===== config.mk =====
export PLATFORM = sky130hd
export DESIGN_NAME = usb_ls_hid_device_responder_flat
export DESIGN_NICKNAME = d
export VERILOG_FILES = /design/src/rtl/usb_ls_pkg.sv /design/src/rtl/usb_ls_hid_device_responder_if.sv /design/src/rtl/usb_ls_desc_rom.sv /design/src/rtl/usb_ls_hid_device_responder.sv /design/src/flat_wrapper.sv
export SDC_FILE = /design/constraint.sdc
export NUM_CORES = 1
export LEC_CHECK = 0
export ABC_CLOCK_PERIOD_IN_PS = 3900
export CORE_MARGIN = 3
export CORE_UTILIZATION = 46
export DETAILED_ROUTE_END_ITERATION = 12
export PLACE_DENSITY_LB_ADDON = 0.15
export REMOVE_ABC_BUFFERS = 1
export SKIP_CTS_REPAIR_TIMING = 1
export SLEW_MARGIN = 20
export SYNTH_ARGS = -nofsm -noshare
export SYNTH_HDL_FRONTEND = slang
export SYNTH_SLANG_ARGS = --single-unit

===== constraint.sdc =====
create_clock -name clk -period 3.9 [get_ports clk]
set_input_delay 0.78 -clock clk [delete_from_list [all_inputs] [get_ports clk]]
set_output_delay 0.78 -clock clk [all_outputs]
set_load 0.01 [all_outputs]

===== src/rtl/usb_ls_pkg.sv =====
// +-------------------------------------------------------------------------+
// | usb_ls_pkg: PIDs, request codes, FSM encodings for the LS HID device     |
// | Revision: 1.0 - initial release                                         |
// +-------------------------------------------------------------------------+
`default_nettype none

package usb_ls_pkg;

  localparam logic [7:0] PID_SETUP = 8'h2D;
  localparam logic [7:0] PID_IN    = 8'h69;
  localparam logic [7:0] PID_OUT   = 8'hE1;
  localparam logic [7:0] PID_DATA0 = 8'hC3;
  localparam logic [7:0] PID_DATA1 = 8'h4B;
  localparam logic [7:0] PID_ACK   = 8'hD2;
  localparam logic [7:0] PID_NAK   = 8'h5A;
  localparam logic [7:0] PID_STALL = 8'h1E;

  localparam logic [7:0] REQ_SET_ADDRESS       = 8'h05;
  localparam logic [7:0] REQ_GET_DESCRIPTOR    = 8'h06;
  localparam logic [7:0] REQ_SET_CONFIGURATION = 8'h09;
  localparam logic [7:0] DESC_TYPE_DEVICE      = 8'h01;

  localparam logic [4:0] DEV_DESC_BYTES = 5'd18;

  // 18-byte keyboard device descriptor, byte0 in [7:0]
  localparam logic [143:0] DEV_DESC_DEFAULT =
    144'h01_00_02_01_01_00_56_78_12_34_08_00_00_00_01_10_01_12;

  localparam logic [1:0] S_IDLE       = 2'd0;
  localparam logic [1:0] S_SETUP_DATA = 2'd1;
  localparam logic [1:0] S_OUT_DATA   = 2'd2;
  localparam logic [1:0] S_WAIT_ACK   = 2'd3;

  typedef enum logic [1:0] {
    CS_IDLE      = 2'd0,
    CS_DATA_IN   = 2'd1,
    CS_STATUS_IN = 2'd2,
    CS_STALL     = 2'd3
  } ctrl_stage_e;

  function automatic logic [7:0] data_pid(input logic tog);
    return tog ? PID_DATA1 : PID_DATA0;
  endfunction

endpackage

`default_nettype wire


===== src/rtl/usb_ls_hid_device_responder_if.sv =====
// +-------------------------------------------------------------------------+
// | usb_ls_hid_device_responder_if: PHY packet and HID report handshakes    |
// | Revision: 1.0 - initial release                                         |
// +-------------------------------------------------------------------------+
`default_nettype none

interface usb_ls_hid_device_responder_if;
  logic        bus_reset;
  logic        rx_flip_in;
  logic [7:0]  rx_pid;
  logic [6:0]  rx_addr;
  logic [3:0]  rx_endp;
  logic [3:0]  rx_len;
  logic [63:0] rx_data;
  logic        rx_crc_ok;
  logic        tx_flip_out;
  logic [7:0]  tx_pid;
  logic [63:0] tx_data;
  logic [3:0]  tx_len;
  logic [63:0] report;
  logic        report_flip_in;
  logic        report_ack_flip_out;
  logic [6:0]  dev_addr;
  logic        configured;

  modport master (
    output bus_reset, rx_flip_in, rx_pid, rx_addr, rx_endp, rx_len, rx_data,
           rx_crc_ok, report, report_flip_in,
    input  tx_flip_out, tx_pid, tx_data, tx_len, report_ack_flip_out,
           dev_addr, configured
  );

  modport slave (
    input  bus_reset, rx_flip_in, rx_pid, rx_addr, rx_endp, rx_len, rx_data,
           rx_crc_ok, report, report_flip_in,
    output tx_flip_out, tx_pid, tx_data, tx_len, report_ack_flip_out,
           dev_addr, configured
  );
endinterface

`default_nettype wire


===== src/rtl/usb_ls_desc_rom.sv =====
// +-------------------------------------------------------------------------+
// | usb_ls_desc_rom: 8-byte window of the device descriptor at a byte offset |
// | Revision: 1.0 - initial release                                         |
// +-------------------------------------------------------------------------+
`default_nettype none

module usb_ls_desc_rom
  import usb_ls_pkg::*;
#(
  parameter logic [143:0] DEV_DESC = DEV_DESC_DEFAULT
) (
  input  logic [4:0]  offset_i,
  output logic [63:0] window_o
);

  // Eight zero bytes past the end keep the window zero-padded at any offset
  logic [207:0] w_padded;

  assign w_padded = {64'd0, DEV_DESC};

  always_comb begin
    window_o = 64'(w_padded >> {offset_i, 3'b000});
  end

endmodule

`default_nettype wire


===== src/rtl/usb_ls_hid_device_responder.sv =====
// +-------------------------------------------------------------------------+
// | usb_ls_hid_device_responder: EP0 control + EP1 interrupt-IN HID device  |
// | Revision: 1.0 - initial release                                         |
// +-------------------------------------------------------------------------+
`default_nettype none

module usb_ls_hid_device_responder
  import usb_ls_pkg::*;
#(
  parameter logic [143:0] DEV_DESC    = DEV_DESC_DEFAULT,
  parameter int           ACK_TIMEOUT = 1024
) (
  input logic                          clk,
  input logic                          reset,
  usb_ls_hid_device_responder_if.slave bus
);

  localparam int             CNT_W    = $clog2(ACK_TIMEOUT + 1);
  localparam logic [CNT_W-1:0] CNT_LAST = CNT_W'(ACK_TIMEOUT - 1);

  logic             rx_flip_q, rx_flip_d;
  logic [1:0]       state_q, state_d;
  ctrl_stage_e      stage_q, stage_d;
  logic [6:0]       dev_addr_q, dev_addr_d;
  logic [6:0]       pend_addr_q, pend_addr_d;
  logic             pend_cfg_q, pend_cfg_d;
  logic             req_addr_q, req_addr_d;
  logic             req_cfg_q, req_cfg_d;
  logic             configured_q, configured_d;
  logic             ep0_tog_q, ep0_tog_d;
  logic             ep1_tog_q, ep1_tog_d;
  logic [4:0]       desc_len_q, desc_len_d;
  logic [4:0]       offset_q, offset_d;
  logic             wait_ep1_q, wait_ep1_d;
  logic [3:0]       wait_len_q, wait_len_d;
  logic             rpt_snap_q, rpt_snap_d;
  logic             rpt_ack_q, rpt_ack_d;
  logic [CNT_W-1:0] cnt_q, cnt_d;
  logic             tx_flip_q, tx_flip_d;
  logic [7:0]       tx_pid_q, tx_pid_d;
  logic [63:0]      tx_data_q, tx_data_d;
  logic [3:0]       tx_len_q, tx_len_d;

  logic        w_is_token, w_accept, w_ep0, w_rpt_pending;
  logic [63:0] w_window, w_chunk_data;
  logic [4:0]  w_rem;
  logic [3:0]  w_chunk;
  logic [7:0]  w_breq;
  logic [15:0] w_wvalue, w_wlength;
  logic        w_send;
  logic [7:0]  w_reply_pid;
  logic [63:0] w_reply_data;
  logic [3:0]  w_reply_len;

  usb_ls_desc_rom #(.DEV_DESC(DEV_DESC)) u_desc_rom (
    .offset_i (offset_q),
    .window_o (w_window)
  );

  assign w_is_token = (bus.rx_pid == PID_SETUP) || (bus.rx_pid == PID_IN) ||
                      (bus.rx_pid == PID_OUT);
  assign w_accept   = (bus.rx_flip_in != rx_flip_q) && bus.rx_crc_ok &&
                      (!w_is_token || (bus.rx_addr == dev_addr_q));
  assign w_ep0      = (bus.rx_endp == 4'd0);
  // The ack toggle doubles as the consumed-report copy of report_flip_in
  assign w_rpt_pending = (bus.report_flip_in != rpt_ack_q);

  assign w_breq    = bus.rx_data[15:8];
  assign w_wvalue  = bus.rx_data[31:16];
  assign w_wlength = bus.rx_data[63:48];

  assign w_rem   = desc_len_q - offset_q;
  assign w_chunk = (w_rem > 5'd8) ? 4'd8 : w_rem[3:0];

  always_comb begin
    w_chunk_data = '0;
    for (int i = 0; i < 8; i++) begin
      if (4'(i) < w_chunk) w_chunk_data[i*8 +: 8] = w_window[i*8 +: 8];
    end
  end

  always_comb begin
    rx_flip_d    = bus.rx_flip_in;
    state_d      = state_q;
    stage_d      = stage_q;
    dev_addr_d   = dev_addr_q;
    pend_addr_d  = pend_addr_q;
    pend_cfg_d   = pend_cfg_q;
    req_addr_d   = req_addr_q;
    req_cfg_d    = req_cfg_q;
    configured_d = configured_q;
    ep0_tog_d    = ep0_tog_q;
    ep1_tog_d    = ep1_tog_q;
    desc_len_d   = desc_len_q;
    offset_d     = offset_q;
    wait_ep1_d   = wait_ep1_q;
    wait_len_d   = wait_len_q;
    rpt_snap_d   = rpt_snap_q;
    rpt_ack_d    = rpt_ack_q;
    cnt_d        = cnt_q;
    w_send       = 1'b0;
    w_reply_pid  = PID_NAK;
    w_reply_data = '0;
    w_reply_len  = '0;

    case (state_q)
      S_IDLE: begin
        if (w_accept) begin
          if ((bus.rx_pid == PID_SETUP) && w_ep0) begin
            state_d = S_SETUP_DATA;
          end else if ((bus.rx_pid == PID_OUT) && w_ep0) begin
            state_d = S_OUT_DATA;
          end else if (bus.rx_pid == PID_IN) begin
            w_send = 1'b1;
            if (w_ep0) begin
              case (stage_q)
                CS_DATA_IN: begin
                  w_reply_pid  = data_pid(ep0_tog_q);
                  w_reply_data = w_chunk_data;
                  w_reply_len  = w_chunk;
                  state_d      = S_WAIT_ACK;
                  wait_ep1_d   = 1'b0;
                  wait_len_d   = w_chunk;
                  cnt_d        = '0;
                end
                CS_STATUS_IN: begin
                  w_reply_pid = PID_DATA1;
                  state_d     = S_WAIT_ACK;
                  wait_ep1_d  = 1'b0;
                  wait_len_d  = 4'd0;
                  cnt_d       = '0;
                end
                CS_STALL: w_reply_pid = PID_STALL;
                default:  w_reply_pid = PID_NAK;
              endcase
            end else if (bus.rx_endp == 4'd1) begin
              if (!configured_q) begin
                w_reply_pid = PID_STALL;
              end else if (!w_rpt_pending) begin
                w_reply_pid = PID_NAK;
              end else begin
                w_reply_pid  = data_pid(ep1_tog_q);
                w_reply_data = bus.report;
                w_reply_len  = 4'd8;
                state_d      = S_WAIT_ACK;
                wait_ep1_d   = 1'b1;
                rpt_snap_d   = bus.report_flip_in;
                cnt_d        = '0;
              end
            end else begin
              w_reply_pid = PID_STALL;
            end
          end
        end
      end

      S_SETUP_DATA: begin
        if (w_accept) begin
          state_d = S_IDLE;
          if ((bus.rx_pid == PID_DATA0) && (bus.rx_len == 4'd8)) begin
            w_send      = 1'b1;
            w_reply_pid = PID_ACK;
            ep0_tog_d   = 1'b1;
            req_addr_d  = 1'b0;
            req_cfg_d   = 1'b0;
            stage_d     = CS_STALL;
            if (w_breq == REQ_SET_ADDRESS) begin
              pend_addr_d = w_wvalue[6:0];
              req_addr_d  = 1'b1;
              stage_d     = CS_STATUS_IN;
            end else if (w_breq == REQ_SET_CONFIGURATION) begin
              pend_cfg_d = (w_wvalue[7:0] != 8'd0);
              req_cfg_d  = 1'b1;
              stage_d    = CS_STATUS_IN;
            end else if ((w_breq == REQ_GET_DESCRIPTOR) &&
                         (w_wvalue[15:8] == DESC_TYPE_DEVICE)) begin
              desc_len_d = (w_wlength > 16'(DEV_DESC_BYTES)) ? DEV_DESC_BYTES
                                                             : w_wlength[4:0];
              offset_d   = 5'd0;
              stage_d    = CS_DATA_IN;
            end
          end
        end
      end

      S_OUT_DATA: begin
        if (w_accept) begin
          state_d = S_IDLE;
          if ((bus.rx_pid == PID_DATA0) || (bus.rx_pid == PID_DATA1)) begin
            w_send      = 1'b1;
            w_reply_pid = PID_ACK;
          end
        end
      end

      default: begin
        cnt_d = cnt_q + 1'b1;
        if (w_accept) begin
          state_d = S_IDLE;
          if (bus.rx_pid == PID_ACK) begin
            if (wait_ep1_q) begin
              ep1_tog_d = ~ep1_tog_q;
              rpt_ack_d = rpt_snap_q;
            end else if (stage_q == CS_DATA_IN) begin
              offset_d  = offset_q + {1'b0, wait_len_q};
              ep0_tog_d = ~ep0_tog_q;
            end else if (stage_q == CS_STATUS_IN) begin
              if (req_addr_q) dev_addr_d = pend_addr_q;
              if (req_cfg_q) configured_d = pend_cfg_q;
              stage_d = CS_IDLE;
            end
          end
        end else if (cnt_q == CNT_LAST) begin
          state_d = S_IDLE;
        end
      end
    endcase

    tx_flip_d = tx_flip_q;
    tx_pid_d  = tx_pid_q;
    tx_data_d = tx_data_q;
    tx_len_d  = tx_len_q;
    if (w_send) begin
      tx_flip_d = ~tx_flip_q;
      tx_pid_d  = w_reply_pid;
      tx_data_d = w_reply_data;
      tx_len_d  = w_reply_len;
    end
  end

  // rx copy follows the PHY during reset so an in-flight packet is dropped
  always_ff @(posedge clk) begin
    if (reset || bus.bus_reset) begin
      rx_flip_q    <= bus.rx_flip_in;
      state_q      <= S_IDLE;
      stage_q      <= CS_IDLE;
      dev_addr_q   <= '0;
      pend_addr_q  <= '0;
      pend_cfg_q   <= 1'b0;
      req_addr_q   <= 1'b0;
      req_cfg_q    <= 1'b0;
      configured_q <= 1'b0;
      ep0_tog_q    <= 1'b0;
      ep1_tog_q    <= 1'b0;
      desc_len_q   <= '0;
      offset_q     <= '0;
      wait_ep1_q   <= 1'b0;
      wait_len_q   <= '0;
      rpt_snap_q   <= 1'b0;
      rpt_ack_q    <= 1'b0;
      cnt_q        <= '0;
      tx_flip_q    <= 1'b0;
      tx_pid_q     <= '0;
      tx_data_q    <= '0;
      tx_len_q     <= '0;
    end else begin
      rx_flip_q    <= rx_flip_d;
      state_q      <= state_d;
      stage_q      <= stage_d;
      dev_addr_q   <= dev_addr_d;
      pend_addr_q  <= pend_addr_d;
      pend_cfg_q   <= pend_cfg_d;
      req_addr_q   <= req_addr_d;
      req_cfg_q    <= req_cfg_d;
      configured_q <= configured_d;
      ep0_tog_q    <= ep0_tog_d;
      ep1_tog_q    <= ep1_tog_d;
      desc_len_q   <= desc_len_d;
      offset_q     <= offset_d;
      wait_ep1_q   <= wait_ep1_d;
      wait_len_q   <= wait_len_d;
      rpt_snap_q   <= rpt_snap_d;
      rpt_ack_q    <= rpt_ack_d;
      cnt_q        <= cnt_d;
      tx_flip_q    <= tx_flip_d;
      tx_pid_q     <= tx_pid_d;
      tx_data_q    <= tx_data_d;
      tx_len_q     <= tx_len_d;
    end
  end

  assign bus.tx_flip_out         = tx_flip_q;
  assign bus.tx_pid              = tx_pid_q;
  assign bus.tx_data             = tx_data_q;
  assign bus.tx_len              = tx_len_q;
  assign bus.report_ack_flip_out = rpt_ack_q;
  assign bus.dev_addr            = dev_addr_q;
  assign bus.configured          = configured_q;

endmodule

`default_nettype wire


===== src/flat_wrapper.sv =====
// flat-port wrapper written by rule: the top's interface ports become plain ports
module usb_ls_hid_device_responder_flat import usb_ls_pkg::*;
#(
  parameter logic [143:0] DEV_DESC    = DEV_DESC_DEFAULT,
  parameter int           ACK_TIMEOUT = 1024
)
  (clk, reset, bus_bus_reset, bus_rx_flip_in, bus_rx_pid, bus_rx_addr, bus_rx_endp, bus_rx_len, bus_rx_data, bus_rx_crc_ok, bus_report, bus_report_flip_in, bus_tx_flip_out, bus_tx_pid, bus_tx_data, bus_tx_len, bus_report_ack_flip_out, bus_dev_addr, bus_configured);
  usb_ls_hid_device_responder_if bus_i ();
  input logic clk;
  input logic reset;
  input wire logic [$bits(bus_i.bus_reset)-1:0] bus_bus_reset;
  input wire logic [$bits(bus_i.rx_flip_in)-1:0] bus_rx_flip_in;
  input wire logic [$bits(bus_i.rx_pid)-1:0] bus_rx_pid;
  input wire logic [$bits(bus_i.rx_addr)-1:0] bus_rx_addr;
  input wire logic [$bits(bus_i.rx_endp)-1:0] bus_rx_endp;
  input wire logic [$bits(bus_i.rx_len)-1:0] bus_rx_len;
  input wire logic [$bits(bus_i.rx_data)-1:0] bus_rx_data;
  input wire logic [$bits(bus_i.rx_crc_ok)-1:0] bus_rx_crc_ok;
  input wire logic [$bits(bus_i.report)-1:0] bus_report;
  input wire logic [$bits(bus_i.report_flip_in)-1:0] bus_report_flip_in;
  output wire logic [$bits(bus_i.tx_flip_out)-1:0] bus_tx_flip_out;
  output wire logic [$bits(bus_i.tx_pid)-1:0] bus_tx_pid;
  output wire logic [$bits(bus_i.tx_data)-1:0] bus_tx_data;
  output wire logic [$bits(bus_i.tx_len)-1:0] bus_tx_len;
  output wire logic [$bits(bus_i.report_ack_flip_out)-1:0] bus_report_ack_flip_out;
  output wire logic [$bits(bus_i.dev_addr)-1:0] bus_dev_addr;
  output wire logic [$bits(bus_i.configured)-1:0] bus_configured;
  assign bus_i.bus_reset = bus_bus_reset;
  assign bus_i.rx_flip_in = bus_rx_flip_in;
  assign bus_i.rx_pid = bus_rx_pid;
  assign bus_i.rx_addr = bus_rx_addr;
  assign bus_i.rx_endp = bus_rx_endp;
  assign bus_i.rx_len = bus_rx_len;
  assign bus_i.rx_data = bus_rx_data;
  assign bus_i.rx_crc_ok = bus_rx_crc_ok;
  assign bus_i.report = bus_report;
  assign bus_i.report_flip_in = bus_report_flip_in;
  assign bus_tx_flip_out = bus_i.tx_flip_out;
  assign bus_tx_pid = bus_i.tx_pid;
  assign bus_tx_data = bus_i.tx_data;
  assign bus_tx_len = bus_i.tx_len;
  assign bus_report_ack_flip_out = bus_i.report_ack_flip_out;
  assign bus_dev_addr = bus_i.dev_addr;
  assign bus_configured = bus_i.configured;
  usb_ls_hid_device_responder #(.DEV_DESC(DEV_DESC), .ACK_TIMEOUT(ACK_TIMEOUT)) u_core (.clk(clk), .reset(reset), .bus(bus_i));
endmodule

==> impl_metrics.env, run 1 <==
export IMPL_dp_hpwl_um=17000
export IMPL_clock_sinks=129
export IMPL_initial_core_util_pct=47.2
export IMPL_io_buffers=217
export IMPL_postSynthCellCount=818
export IMPL_drtAntennaViolNets=0
export IMPL_avgSynthCellArea_um2=8.77
export IMPL_gp_congestion=0.940
export IMPL_via_per_inst=5.96
export IMPL_clkPwrFrac_pct=50.2
export IMPL_path_max_fanout=9
export IMPL_row_count=45
export IMPL_io_pins=243
export IMPL_grt_pass1_wl_um=35600
export IMPL_maxSlewViolCount=0
export IMPL_p_switching_uw=707
export IMPL_totalWireLength_um=23100
export IMPL_intPower_uw=2400
export IMPL_worst_pin_slew_ns=0.813
export IMPL_die_h_um=131
export IMPL_drt_wirelength_per_cell_um=18.8
export IMPL_grt_overflow=0
export IMPL_final_util_pct=66.6
export IMPL_grtUsageTotal_pct=26.3
export IMPL_core_area_um2=15200
export IMPL_hold_class="reg2reg"
export IMPL_hold_viol=0
export IMPL_cts_tree="yes"
export IMPL_max_vdd_ir_drop_uv=331
export IMPL_ys_seq_elements=129
export IMPL_drc=0
export IMPL_synth_edf_count=0
export IMPL_dieWidth_um=131
export IMPL_fin_crit_sh_pct=80.7
export IMPL_async_reset_ff_share_pct=0
export IMPL_syn_area_um2=7170
export IMPL_fin_crit_ns=3.15
export IMPL_fin_worst_skew_ns=0.0114
export IMPL_antenna_found_initial=0
export IMPL_status="complete, no violations"
export IMPL_placedCellCount=1195
export IMPL_ys_warn_count=0
export IMPL_pwr_density_cell_nw_per_um2=307
export IMPL_synth_ff_type="dfxtp_1"
export IMPL_synth_cell_type_count=77
export IMPL_max_freq_mhz=318
export IMPL_relSlewSlack_pct=45.8
export IMPL_first_pass_iters=5
export IMPL_setup_violations=0
export IMPL_die_area_um2=17100
export IMPL_p_sw_share_pct=22.8
export IMPL_cp_start_kind="flop"
export IMPL_final_cell_area_um2=10100
export IMPL_clk_latency_ns=0.43
export IMPL_placed_cell_area_um2=9560
export IMPL_grt_max_degree=48
export IMPL_htreeDepth=4
export IMPL_arrival_ns=3.46
export IMPL_root_buffer="clkbuf_16"
export IMPL_drt_iter0_markers=591
export IMPL_r2r_slack_ns=0.75
export IMPL_vias=7318
export IMPL_drv_cap=0
export IMPL_power_leakage_uw=0.00336
export IMPL_drive_gt1_share_pct=8.28
export IMPL_area_delta_synth_final_pct=41.2
export IMPL_grt_pass1_vias=6747
export IMPL_seq_area_frac_synth_pct=36.0
export IMPL_antenna_cells=0
export IMPL_critPathKind="reg2reg"
export IMPL_rsz0062_at_grt="no"
export IMPL_layout_cells_non_filler=1227
export IMPL_power_share_sequential_pct=42.5
export IMPL_ctsLongestPathBuffers=2
export IMPL_critPathCaptureType="flop"
export IMPL_cts_buffers_inserted=17
export IMPL_n_fill_cell=1293
export IMPL_power_frac_comb_pct=7.3
export IMPL_path_clk_slew_ns=0.06
export IMPL_critPathRequiredTime_ns=4.21
export IMPL_fin_tns_setup_ns=0
export IMPL_final_nets=1214
## through the flow
| stage | power (uW) | setup WS, ns | hold slack [ns] |
|---|---|---|---|
| 2_1_floorplan | 1400 | 0.252 | 0.435 |
| 3_3_place_gp | 1570 | 0.524 | 0.438 |
| 4_1_cts | 3120 | 0.796 | 0.451 |
| 6_report | 3110 | 0.753 | 0.450 |
| 3_5_place_dp | 1570 | 0.443 | 0.444 |
| 5_1_grt | 3190 | 0.698 | 0.465 |
## Yosys cell counts, types with 7 or more instances
library cell | count | area [um^2]
a21oi_1 | 57 | 285
nor3_1 | 17 | 85.1
nor2b_1 | 7 | 43.8
o2bb2ai_1 | 54 | 473
clkbuf_1 | 24 | 90.1
or4_1 | 9 | 67.6
mux2i_1 | 32 | 320
dfxtp_1 | 129 | 2580
or3_1 | 9 | 56.3
xnor2_1 | 12 | 105
a32oi_1 | 31 | 272
a22oi_1 | 24 | 180
nor4_1 | 8 | 50.1
nand4_1 | 20 | 125
inv_1 | 17 | 63.8
nand3_1 | 32 | 160
nor2_1 | 51 | 191
nand2_1 | 81 | 304
buf_2 | 22 | 110
ha_1 | 29 | 363
o21ai_0 | 35 | 175
## cells in the final DEF (no fill, tap or decap), types with 7 or more instances in the layout
master           count
clkbuf_16           17
clkdlybuf4s50_1    217
nor3_1              17
nor4_1               8
a21oi_1             57
nor2_1              50
xnor2_1             12
inv_1               17
nor2b_1              7
or3_1                9
nand2_1             81
nand4_1             20
ha_1                29
o21ai_0             35
o2bb2ai_1           54
buf_4               23
a22oi_1             24
nand3_1             32
mux2i_1             32
a32oi_1             31
dfxtp_1            129
or4_1                9
## registers in the layout, indices dropped and copies added (netlist names), 2 cells and up
register and cells:
u_core.state_q 2, u_core.bus.tx_pid 7, u_core.wait_len_q 4, u_core.cnt_q 11, u_core.offset_q 5, u_core.pend_addr_q 7
u_core.bus.dev_addr 7, u_core.bus.tx_data 64, u_core.bus.tx_len 4, u_core.stage_q 2, u_core.desc_len_q 5
## per-layer routing
metal  part of all wire [%]  up-vias  global-route usage [%]
met5                      0        -                       0
met4                    1.9        0                    8.41
met3                    8.0       36                    5.45
met2                     45      334                    40.1
met1                     45     3426                    37.4
li1                       -     3522                       -
## final timing paths
check                         start                      to  depth (start not counted)
min reg2reg  u_core.bus.tx_data[23]  u_core.bus.tx_data[23]                          2
max              u_core.offset_q[2]   u_core.bus.tx_data[4]                          9
min          u_core.bus.tx_data[23]  u_core.bus.tx_data[23]                          2
max reg2reg      u_core.offset_q[2]   u_core.bus.tx_data[4]                          9
## final cells by class
type | instances | area (um^2) | area share, %
multi-input cells | 618 | 4290 | 42.3
flip-flops and latches | 129 | 2580 | 25.5
repair buffers | 242 | 2380 | 23.6
clock buffers | 19 | 433 | 4.28
well taps | 188 | 235 | 2.32
clock inverters | 13 | 138 | 1.36
inverters | 18 | 67.6 | 0.667
## power by group through the flow
| stage | combinational (uW) | sequential (uW) | clock (uW) |
|---|---|---|---|
| 2_1_floorplan | 52.8 | 1350 | 0 |
| 3_3_place_gp | 223 | 1350 | 0 |
| 3_5_place_dp | 224 | 1350 | 0 |
| 4_1_cts | 225 | 1320 | 1570 |
| 5_1_grt | 240 | 1320 | 1630 |
| 6_report | 227 | 1320 | 1560 |
## critical path, stage by stage, from the launching register on
cell and delay, ns:
dfxtp_1 0.36, inv_1 0.05, buf_4 0.17, ha_1 0.38, and3b_1 0.22, or3_4 0.38, a22o_4 0.30, or4_1 0.71
a32oi_1 0.35, o21ai_1 0.10
## cells by family after synthesis
family	synth area share [%]
xor gates and xnor gates	1.95
DFF	36.0
buffers and inverters	4.38
muxes	4.62
adders and majority gates	5.62
other	0.0523
and+or+nand+nor	22.5
AOI/OAI and AO/OA	24.9
No activity file was read; power rests on OpenSTA's default activity.
==> run 2, diff against run 1 <==
--- a/config.mk
+++ b/config.mk
@@ -5,7 +5,7 @@
 export SDC_FILE = /design/constraint.sdc
 export NUM_CORES = 1
 export LEC_CHECK = 0
-export ABC_CLOCK_PERIOD_IN_PS = 3900
+export ABC_CLOCK_PERIOD_IN_PS = 3100
 export CORE_MARGIN = 3
 export CORE_UTILIZATION = 46
 export DETAILED_ROUTE_END_ITERATION = 12
==> constraint.sdc (replaced) <==
create_clock -name clk -period 3.1 [get_ports clk]
set_input_delay 0.62 -clock clk [delete_from_list [all_inputs] [get_ports clk]]
set_output_delay 0.62 -clock clk [all_outputs]
set_load 0.01 [all_outputs]
==> impl_metrics.env, run 2 (synthesis gave the netlist of run 1 again) <==
export IMPL_cts_tree="yes"
export IMPL_cp_start_kind="flop"
export IMPL_pwr_density_cell_nw_per_um2=373
export IMPL_path_max_fanout=8
export IMPL_hold_class="reg2reg"
export IMPL_max_vdd_ir_drop_uv=399
export IMPL_dp_hpwl_um=17400
export IMPL_rsz0062_at_grt="no"
export IMPL_final_nets=1246
export IMPL_critPathCaptureType="flop"
export IMPL_grt_pass1_wl_um=36500
export IMPL_drtAntennaViolNets=0
export IMPL_first_pass_iters=6
export IMPL_whs_ns=0.450
export IMPL_path_clk_slew_ns=0.06
export IMPL_io_pins=243
export IMPL_via_per_inst=5.90
export IMPL_drt_wirelength_per_cell_um=18.4
export IMPL_critPathRequiredTime_ns=3.40
export IMPL_fin_worst_skew_ns=0.00846
export IMPL_fin_crit_ns=2.91
export IMPL_worst_pin_slew_ns=0.560
export IMPL_area_delta_synth_final_pct=44.5
export IMPL_clock_sinks=129
export IMPL_grt_overflow=0
export IMPL_drc=0
export IMPL_clk_latency_ns=0.43
export IMPL_status="complete, no violations"
export IMPL_drt_iter0_markers=746
export IMPL_n_fill_cell=1248
export IMPL_ff_latch_area_um2=2580
export IMPL_drive_gt1_share_pct=10.9
export IMPL_vias=7418
export IMPL_maxSlewViolCount=0
export IMPL_placedCellCount=1227
export IMPL_die_area_um2=17100
export IMPL_totalWireLength_um=23200
export IMPL_relSlewSlack_pct=62.6
export IMPL_max_freq_mhz=343
export IMPL_io_buffers=217
export IMPL_fin_tns_setup_ns=0
export IMPL_grt_pass1_vias=7024
export IMPL_gp_congestion=0.935
export IMPL_setup_violations=0
export IMPL_largest_register_ffs=64
export IMPL_dieWidth_um=131
export IMPL_antenna_cells=0
export IMPL_final_common_cell="clkdlybuf4s50_1"
export IMPL_multi_input_comb_area_um2=4290
export IMPL_initial_core_util_pct=47.2
export IMPL_drv_cap=0
export IMPL_critPathKind="reg2reg"
export IMPL_layout_cells_non_filler=1258
export IMPL_die_h_um=131
export IMPL_fin_crit_sh_pct=93.9
export IMPL_antenna_found_initial=0
export IMPL_htreeDepth=4
export IMPL_ctsLongestPathBuffers=2
export IMPL_cts_buffers_inserted=17
export IMPL_root_buffer="clkbuf_16"
export IMPL_arrival_ns=3.22
export IMPL_grtUsageTotal_pct=26.9
export IMPL_power_leakage_uw=0.00351
export IMPL_grt_max_degree=48
export IMPL_layout_common_cells="clkdlybuf4s50_1, dfxtp_1, nand2_1"
export IMPL_core_area_um2=15200
export IMPL_hold_viol=0
export IMPL_row_count=45
## run 2: layer usage
metal  GRT usage (%)  part of all wire, %  vias to the layer above
met5               0                    0                        -
met1            37.4                   45                     3477
met4            8.29                  1.5                        0
met2            41.8                   46                      317
li1                -                    -                     3593
met3            6.10                  8.4                       31
## run 2: worst max-delay path, stage by stage (launching register included)
cell     delay [ns]
dfxtp_1        0.33
inv_1          0.07
ha_1           0.37
and3b_1        0.22
or3_4          0.38
a22o_4         0.31
or4_1          0.67
a32oi_1        0.33
o21ai_1        0.10
## run 2: through the flow
stage / instance area [um^2] / total power [uW] / setup WS, ns / util, %
2_1_floorplan: 6930 / 1760 / -0.388 / -
3_3_place_gp: 9810 / 1990 / 0.111 / 64.5
3_5_place_dp: 9810 / 1990 / 0.0568 / 64.5
4_1_cts: 10400 / 3880 / 0.180 / 68.2
5_1_grt: 10400 / 3970 / 0.0509 / 68.2
6_report: 10400 / 3870 / 0.188 / 68.2
## run 2: final timing paths
path | start | endpoint | slack [ns] | cells past startpoint
worst max-delay path | u_core.offset_q[2] | u_core.bus.tx_data[4] | 0.19 | 8
worst min-delay path | u_core.bus.tx_data[28] | u_core.bus.tx_data[28] | 0.45 | 2
worst max register to register | u_core.offset_q[2] | u_core.bus.tx_data[4] | 0.19 | 8
worst min register to register | u_core.bus.tx_data[28] | u_core.bus.tx_data[28] | 0.45 | 2
## run 2: cell type report
class	count	share of cell area, %
tap	188	2.27
multi-input combinational	618	41.3
clock buffer	22	4.57
sequential	129	24.9
timing repair buffer	274	25.4
clock inverter	9	0.809
inverter	18	0.652
## run 2: power breakdown
part           total [uW]  internal, uW  leakage [uW]  switching [uW]
sequential           1660          1660       0.00104           0.283
clock                1910          1160      0.000264             757
combinational         295           185       0.00221             110
total                3870          3000       0.00351             867
